## src/rtl/multichannel_delay_store.sv

```systemverilog
// N-channel circular delay line in external SDRAM behind a read/write/busy/rvalid controller handshake.
// Optional memory-handshake watchdog: define MULTICHANNEL_DELAY_STORE_TIMEOUT_EN.
module multichannel_delay_store #(
   parameter int ADDR_W      = 24,
   parameter int DATA_W      = 16,
   parameter int CH_W        = 1,
   parameter int TIMEOUT_CYC = 4096
) (
   input  logic                     clk50,
   input  logic                     rst,
   input  logic signed [DATA_W-1:0] idata,
   input  logic [CH_W-1:0]          ichan,
   input  logic                     ivalid,
   output logic                     iready,
   input  logic [ADDR_W-CH_W-1:0]   delay,
   output logic signed [DATA_W-1:0] odata,
   output logic [CH_W-1:0]          ochan,
   output logic                     ovalid,
   input  logic                     oready,
   input  logic                     lrclk,
   output logic                     mem_write,
   output logic                     mem_read,
   output logic [ADDR_W-1:0]        mem_waddr,
   output logic [ADDR_W-1:0]        mem_raddr,
   output logic [DATA_W-1:0]        mem_wdata,
   input  logic [DATA_W-1:0]        mem_rdata,
   input  logic                     mem_busy,
   input  logic                     mem_rvalid,
   output logic                     err,
   output logic [3:0]               state
);

   localparam int PTR_W = ADDR_W - CH_W;
   localparam int NCH   = 1 << CH_W;

   typedef enum logic [3:0] {
      IDLE    = 4'd0,
      LATCH   = 4'd1,
      WR_REQ  = 4'd2,
      WR_ACK  = 4'd3,
      WR_DONE = 4'd4,
      RD_REQ  = 4'd5,
      RD_ACK  = 4'd6,
      RD_WAIT = 4'd7,
      OUT     = 4'd8
   } state_t;

   state_t                   st, st_nxt;
   logic [PTR_W-1:0]         wptr [NCH];
   logic [PTR_W-1:0]         fill [NCH];
   logic [PTR_W-1:0]         rptr, d_l;
   logic [CH_W-1:0]          ch_l;
   logic signed [DATA_W-1:0] data_l;
   logic                     busy_q;
   logic                     accept, advance, out_direct, rd_cap;
   logic                     wr_nxt, rd_nxt, ov_nxt;

   assign mem_waddr = {ch_l, wptr[ch_l]};
   assign mem_raddr = {ch_l, rptr};
   assign mem_wdata = data_l;
   assign state     = st;

`ifdef MULTICHANNEL_DELAY_STORE_TIMEOUT_EN
   localparam int CNT_W = $clog2(TIMEOUT_CYC + 1);
   logic [CNT_W-1:0] tcnt;
   logic             tmo, to_fire;

   assign tmo = (st >= WR_REQ) && (st <= RD_WAIT) && (tcnt == CNT_W'(TIMEOUT_CYC - 1));

   always_ff @(posedge clk50) begin
      if (rst || st_nxt != st || st < WR_REQ || st > RD_WAIT)
         tcnt <= '0;
      else
         tcnt <= tcnt + 1'b1;
   end
`else
   logic unused_timeout_cfg;
   assign unused_timeout_cfg = (TIMEOUT_CYC != 0);
   assign err = 1'b0;
`endif

   always_comb begin
      st_nxt     = st;
      accept     = 1'b0;
      advance    = 1'b0;
      out_direct = 1'b0;
      rd_cap     = 1'b0;
      wr_nxt     = 1'b0;
      rd_nxt     = 1'b0;
      ov_nxt     = 1'b0;
      unique case (st)
         IDLE:    if (ivalid) begin accept = 1'b1; st_nxt = LATCH; end
         LATCH:   st_nxt = WR_REQ;
         WR_REQ:  if (!mem_busy && lrclk) begin wr_nxt = 1'b1; st_nxt = WR_ACK; end
         WR_ACK:  if (mem_busy && !busy_q) st_nxt = WR_DONE; else wr_nxt = 1'b1;
         WR_DONE: if (!mem_busy) begin
            advance = 1'b1;
            // Zero delay bypasses the read; an unprimed line outputs silence.
            if (d_l == '0 || fill[ch_l] < d_l) begin
               out_direct = 1'b1;
               ov_nxt     = 1'b1;
               st_nxt     = OUT;
            end else begin
               st_nxt = RD_REQ;
            end
         end
         RD_REQ:  if (!mem_busy && lrclk) begin rd_nxt = 1'b1; st_nxt = RD_ACK; end
         RD_ACK:  if (mem_busy && !busy_q) st_nxt = RD_WAIT; else rd_nxt = 1'b1;
         RD_WAIT: if (mem_rvalid) begin rd_cap = 1'b1; ov_nxt = 1'b1; st_nxt = OUT; end
         OUT:     if (oready) st_nxt = IDLE; else ov_nxt = 1'b1;
         default: st_nxt = IDLE;
      endcase
`ifdef MULTICHANNEL_DELAY_STORE_TIMEOUT_EN
      to_fire = 1'b0;
      // Only a stalled state times out, so a completing WR_DONE always advances pointers.
      if (tmo && st_nxt == st) begin
         to_fire = 1'b1;
         wr_nxt  = 1'b0;
         rd_nxt  = 1'b0;
         ov_nxt  = 1'b1;
         st_nxt  = OUT;
      end
`endif
   end

   always_ff @(posedge clk50) begin
      if (rst) begin
         st        <= IDLE;
         busy_q    <= 1'b0;
         mem_write <= 1'b0;
         mem_read  <= 1'b0;
         iready    <= 1'b0;
         ovalid    <= 1'b0;
         odata     <= '0;
         ochan     <= '0;
         data_l    <= '0;
         ch_l      <= '0;
         d_l       <= '0;
         rptr      <= '0;
         for (int unsigned i = 0; i < NCH; i++) begin
            wptr[i] <= '0;
            fill[i] <= '0;
         end
`ifdef MULTICHANNEL_DELAY_STORE_TIMEOUT_EN
         err <= 1'b0;
`endif
      end else begin
         st        <= st_nxt;
         busy_q    <= mem_busy;
         mem_write <= wr_nxt;
         mem_read  <= rd_nxt;
         iready    <= accept;
         ovalid    <= ov_nxt;
         if (accept) begin
            data_l <= idata;
            ch_l   <= ichan;
            d_l    <= delay;   // PTR_W-wide, so already capped at D-1
         end
         if (st == LATCH)
            rptr <= wptr[ch_l] - d_l;
         if (advance) begin
            wptr[ch_l] <= wptr[ch_l] + 1'b1;
            if (fill[ch_l] != '1)
               fill[ch_l] <= fill[ch_l] + 1'b1;
         end
         if (out_direct) begin
            odata <= (d_l == '0) ? data_l : '0;
            ochan <= ch_l;
         end
         if (rd_cap) begin
            odata <= mem_rdata;
            ochan <= ch_l;
         end
`ifdef MULTICHANNEL_DELAY_STORE_TIMEOUT_EN
         if (to_fire) begin
            odata <= '0;
            ochan <= ch_l;
            err   <= 1'b1;
         end
`endif
      end
   end

endmodule

```

## config.mk

```make
export PLATFORM = sky130hd
export DESIGN_NAME = multichannel_delay_store
export DESIGN_NICKNAME = d
export VERILOG_FILES = /design/src/rtl/multichannel_delay_store.sv
export SDC_FILE = /design/constraint.sdc
export NUM_CORES = 1
export LEC_CHECK = 0
export BUFFER_PORTS_ARGS = -buffer_cell sky130_fd_sc_hd__buf_2
export CORE_ASPECT_RATIO = 1.1
export CORE_MARGIN = 2
export CORE_UTILIZATION = 62
export DETAILED_ROUTE_END_ITERATION = 16
export PLACE_DENSITY = 0.93
export SYNTH_ARGS = -nofsm -noshare
export SYNTH_HDL_FRONTEND = slang
export SYNTH_SLANG_ARGS = --single-unit
```

## constraint.sdc

```tcl
create_clock -name clk50 -period 10.6 [get_ports clk50]
set_input_delay 2.12 -clock clk50 [delete_from_list [all_inputs] [get_ports clk50]]
set_output_delay 2.12 -clock clk50 [all_outputs]
set_load 0.02 [all_outputs]
```

==> qor.txt <==
Status -> complete, no violations
Seq cells post-synth -> 182
Detailed Place HPWL -> 19.1 mm
Syn Inst Count -> 1,095
Synth area leader -> edfxtp_1
Crit Path Max Fanout -> 27
P_leak -> 4.60 nW
Row count -> 49
Largest net degree at the start of global routing -> 86
Max_cap viols -> 0
Slew Limit Fails -> 0
RSZ-0062 raised after global routing -> no
Vias/cell -> 6.24
Clock skew -> 0.00888 ns
Setup TNS -> 0 ns
Post_cts resized -> 0
Layout Cells excl Fill -> 1,432
WS Path Type -> input pin to flop
Bufs on Longest Clock Path -> 2
Most frequent cells in the layout -> nand2_1, buf_2, nor2_1
Synth area leaders -> edfxtp_1, dfxtp_1, nand2_1, ha_1, nor2_1
Worst-path clk slew -> 0.06 ns
Starting density of the core -> 62.7%
# H-tree levels -> 4
Distinct cells, synth -> 83
Layout cell share with drive strength beyond 1 -> 19.9%
First-pass DRT Iterations -> 7
Cts bufs inserted -> 17
FFs w/ async S/R, synth -> 0%
Initial drt markers -> 858
Tcrit/Tclk final -> 46.8%
Placed instance count -> 1,400
Post-Syn Area -> 10,200 um2
Root Driver -> clkbuf_16
Synth Flop Type -> edfxtp_1
Skew-Pair Late Insertion Delay -> 0.45 ns
Post-synthesis sequential area ratio -> 45.0%
ANT nets after route -> 0
CTS tree -> built
Power Dens Cells -> 218 nW/um2
Clock period minus worst slack -> 4.96 ns
Hold Buf Count CTS -> 0
Synth warnings -> 0
Final Setup Violations -> 0
Crit path launch type -> input pin
Crit path capture type -> flop
PortBufs -> 151
N_diodes -> 0
Least-Margin Pin Slew -> 1.04 ns
Syn_area_per_cell -> 9.27 um2
Ports -> 153
Share of the synthesized area in the top cell type -> 27.2%
Core area -> 16,200 um2
Setup Fix Bufs, Post-CTS -> 0
DIE WIDTH -> 126 um
Number of global-route vias before repair -> 8,513
First-pass GRT wire length -> 42.6 mm
Initial antenna violation count -> 0
Net Count, Synth -> 1,205
Die area -> 17,400 um2
Die H -> 138 um
Final nets -> 1,325
Clk sinks -> 182
Area Overhead vs Synth -> 13.4%
GPL Wtd Cong -> 0.979
Final Hold Viols -> 0
Post-synth EDFFs -> 92
VDD IR max -> 0.000186 V
Data required, critical path -> 10.66 ns
Most common cell after layout, fill and taps aside -> nand2_1
Drt drc -> 0
Relative slew margins -> 30.3%
Wirelength, routed -> 27.4 mm
Hold Path Class -> flop to flop
WL/cell -> 19.2 um
Total GRT Usage -> 30.5%
GRT Residual Overflow -> 0
Max Freq -> 202 MHz
Crit path DAT -> 5.03 ns
Vias -> 8,931
==> flip-flops by register name (all words and copies together), names as in the netlist, 4 cells and up, named ones only <==
name,cells
d_l,23
fill,46
mem_wdata,16
odata,16
rptr,23
state,4
wptr,46
==> layout make-up <==
type / count / area [um2]
fill: 1126 / 4670
inverter: 53 / 199
timing repair buffer: 157 / 801
tap: 204 / 255
multi-input combinational: 804 / 5080
sequential: 182 / 4570
clock inverter: 12 / 136
clock buffer: 20 / 478
==> worst paths after layout <==
kind	startpoint	endpoint	slack, ns	depth (start not counted)
max	mem_busy	fill[0][12]	5.64	5
min	rptr[4]	rptr[4]	0.47	2
max reg2reg	flop	fill[0][12]	6.07	9
min reg2reg	rptr[4]	rptr[4]	0.47	2
==> routing by layer <==
| layer | part of all wire [%] | wire length (um) | track usage (%) |
|---|---|---|---|
| met5 | 0 | 0 | 0 |
| met4 | 4.3 | 1190 | 14.7 |
| met3 | 9.3 | 2550 | 6.27 |
| met2 | 48 | 13300 | 50.8 |
| met1 | 38 | 10400 | 38.0 |
==> report_power, final <==
part / switching [W] / total (W) / internal, W
Sequential: 0.0000775 / 0.000908 / 0.000831
Clock: 0.000281 / 0.000658 / 0.000377
Combinational: 0.000611 / 0.000948 / 0.000337
Total: 0.000970 / 0.00251 / 0.00154
==> cell families after synthesis <==
group / count (synthesis) / synth area share, %
mux: 41 / 4.40
simple gates: 458 / 21.4
xor+xnor: 50 / 4.31
flops: 182 / 45.0
fa+ha+maj: 47 / 5.87
other cells: 1 / 0.0369
compound gates: 207 / 14.0
buf+inv: 109 / 5.04
==> per-stage QoR <==
| step | total power (W) | util [%] | instance area [um2] | setup WS (ns) | hold WS (ns) |
|---|---|---|---|---|---|
| 4_1_cts | 0.00249 | 71.1 | 11500 | 5.71 | 0.470 |
| 5_1_grt | 0.00262 | 71.1 | 11500 | 5.54 | 0.491 |
| 6_report | 0.00251 | 71.1 | 11500 | 5.64 | 0.467 |
| 3_3_place_gp | 0.00180 | 67.3 | 10900 | 5.35 | 0.435 |
| 3_5_place_dp | 0.00183 | 67.3 | 10900 | 5.27 | 0.455 |
| 2_1_floorplan | 0.00158 | - | 10200 | 6.23 | 0.449 |
==> critical path, cell delays in order <==
cell and delay [ns]:
buf_2 0.14, or3_1 0.50, or3_1 0.77, nand2b_2 0.60, nand2_1 0.88
==> Yosys cell counts, types with 3 or more instances <==
cell type,number
a21o_1,19
nand2b_1,10
o211ai_1,8
o41ai_1,3
ha_1,46
nor3_1,30
dfxtp_1,90
edfxtp_1,92
buf_4,8
nand3b_1,5
o21ai_0,26
buf_2,3
o21a_1,6
xnor2_1,32
nor3b_1,3
a211oi_1,5
inv_1,53
a21oi_1,80
nor2b_1,17
mux2i_1,17
nand3_1,33
nor4_1,7
or2_2,3
and2_1,10
nor2_1,127
or3_1,6
and3_1,11
a311oi_1,6
a31oi_1,7
xor2_1,18
and3b_1,4
nand4_1,9
buf_6,7
a41oi_1,3
a32oi_1,3
mux2_2,22
a32o_1,3
clkbuf_1,35
a311oi_2,10
nand2_1,164
(Power assumes the default switching activity.)
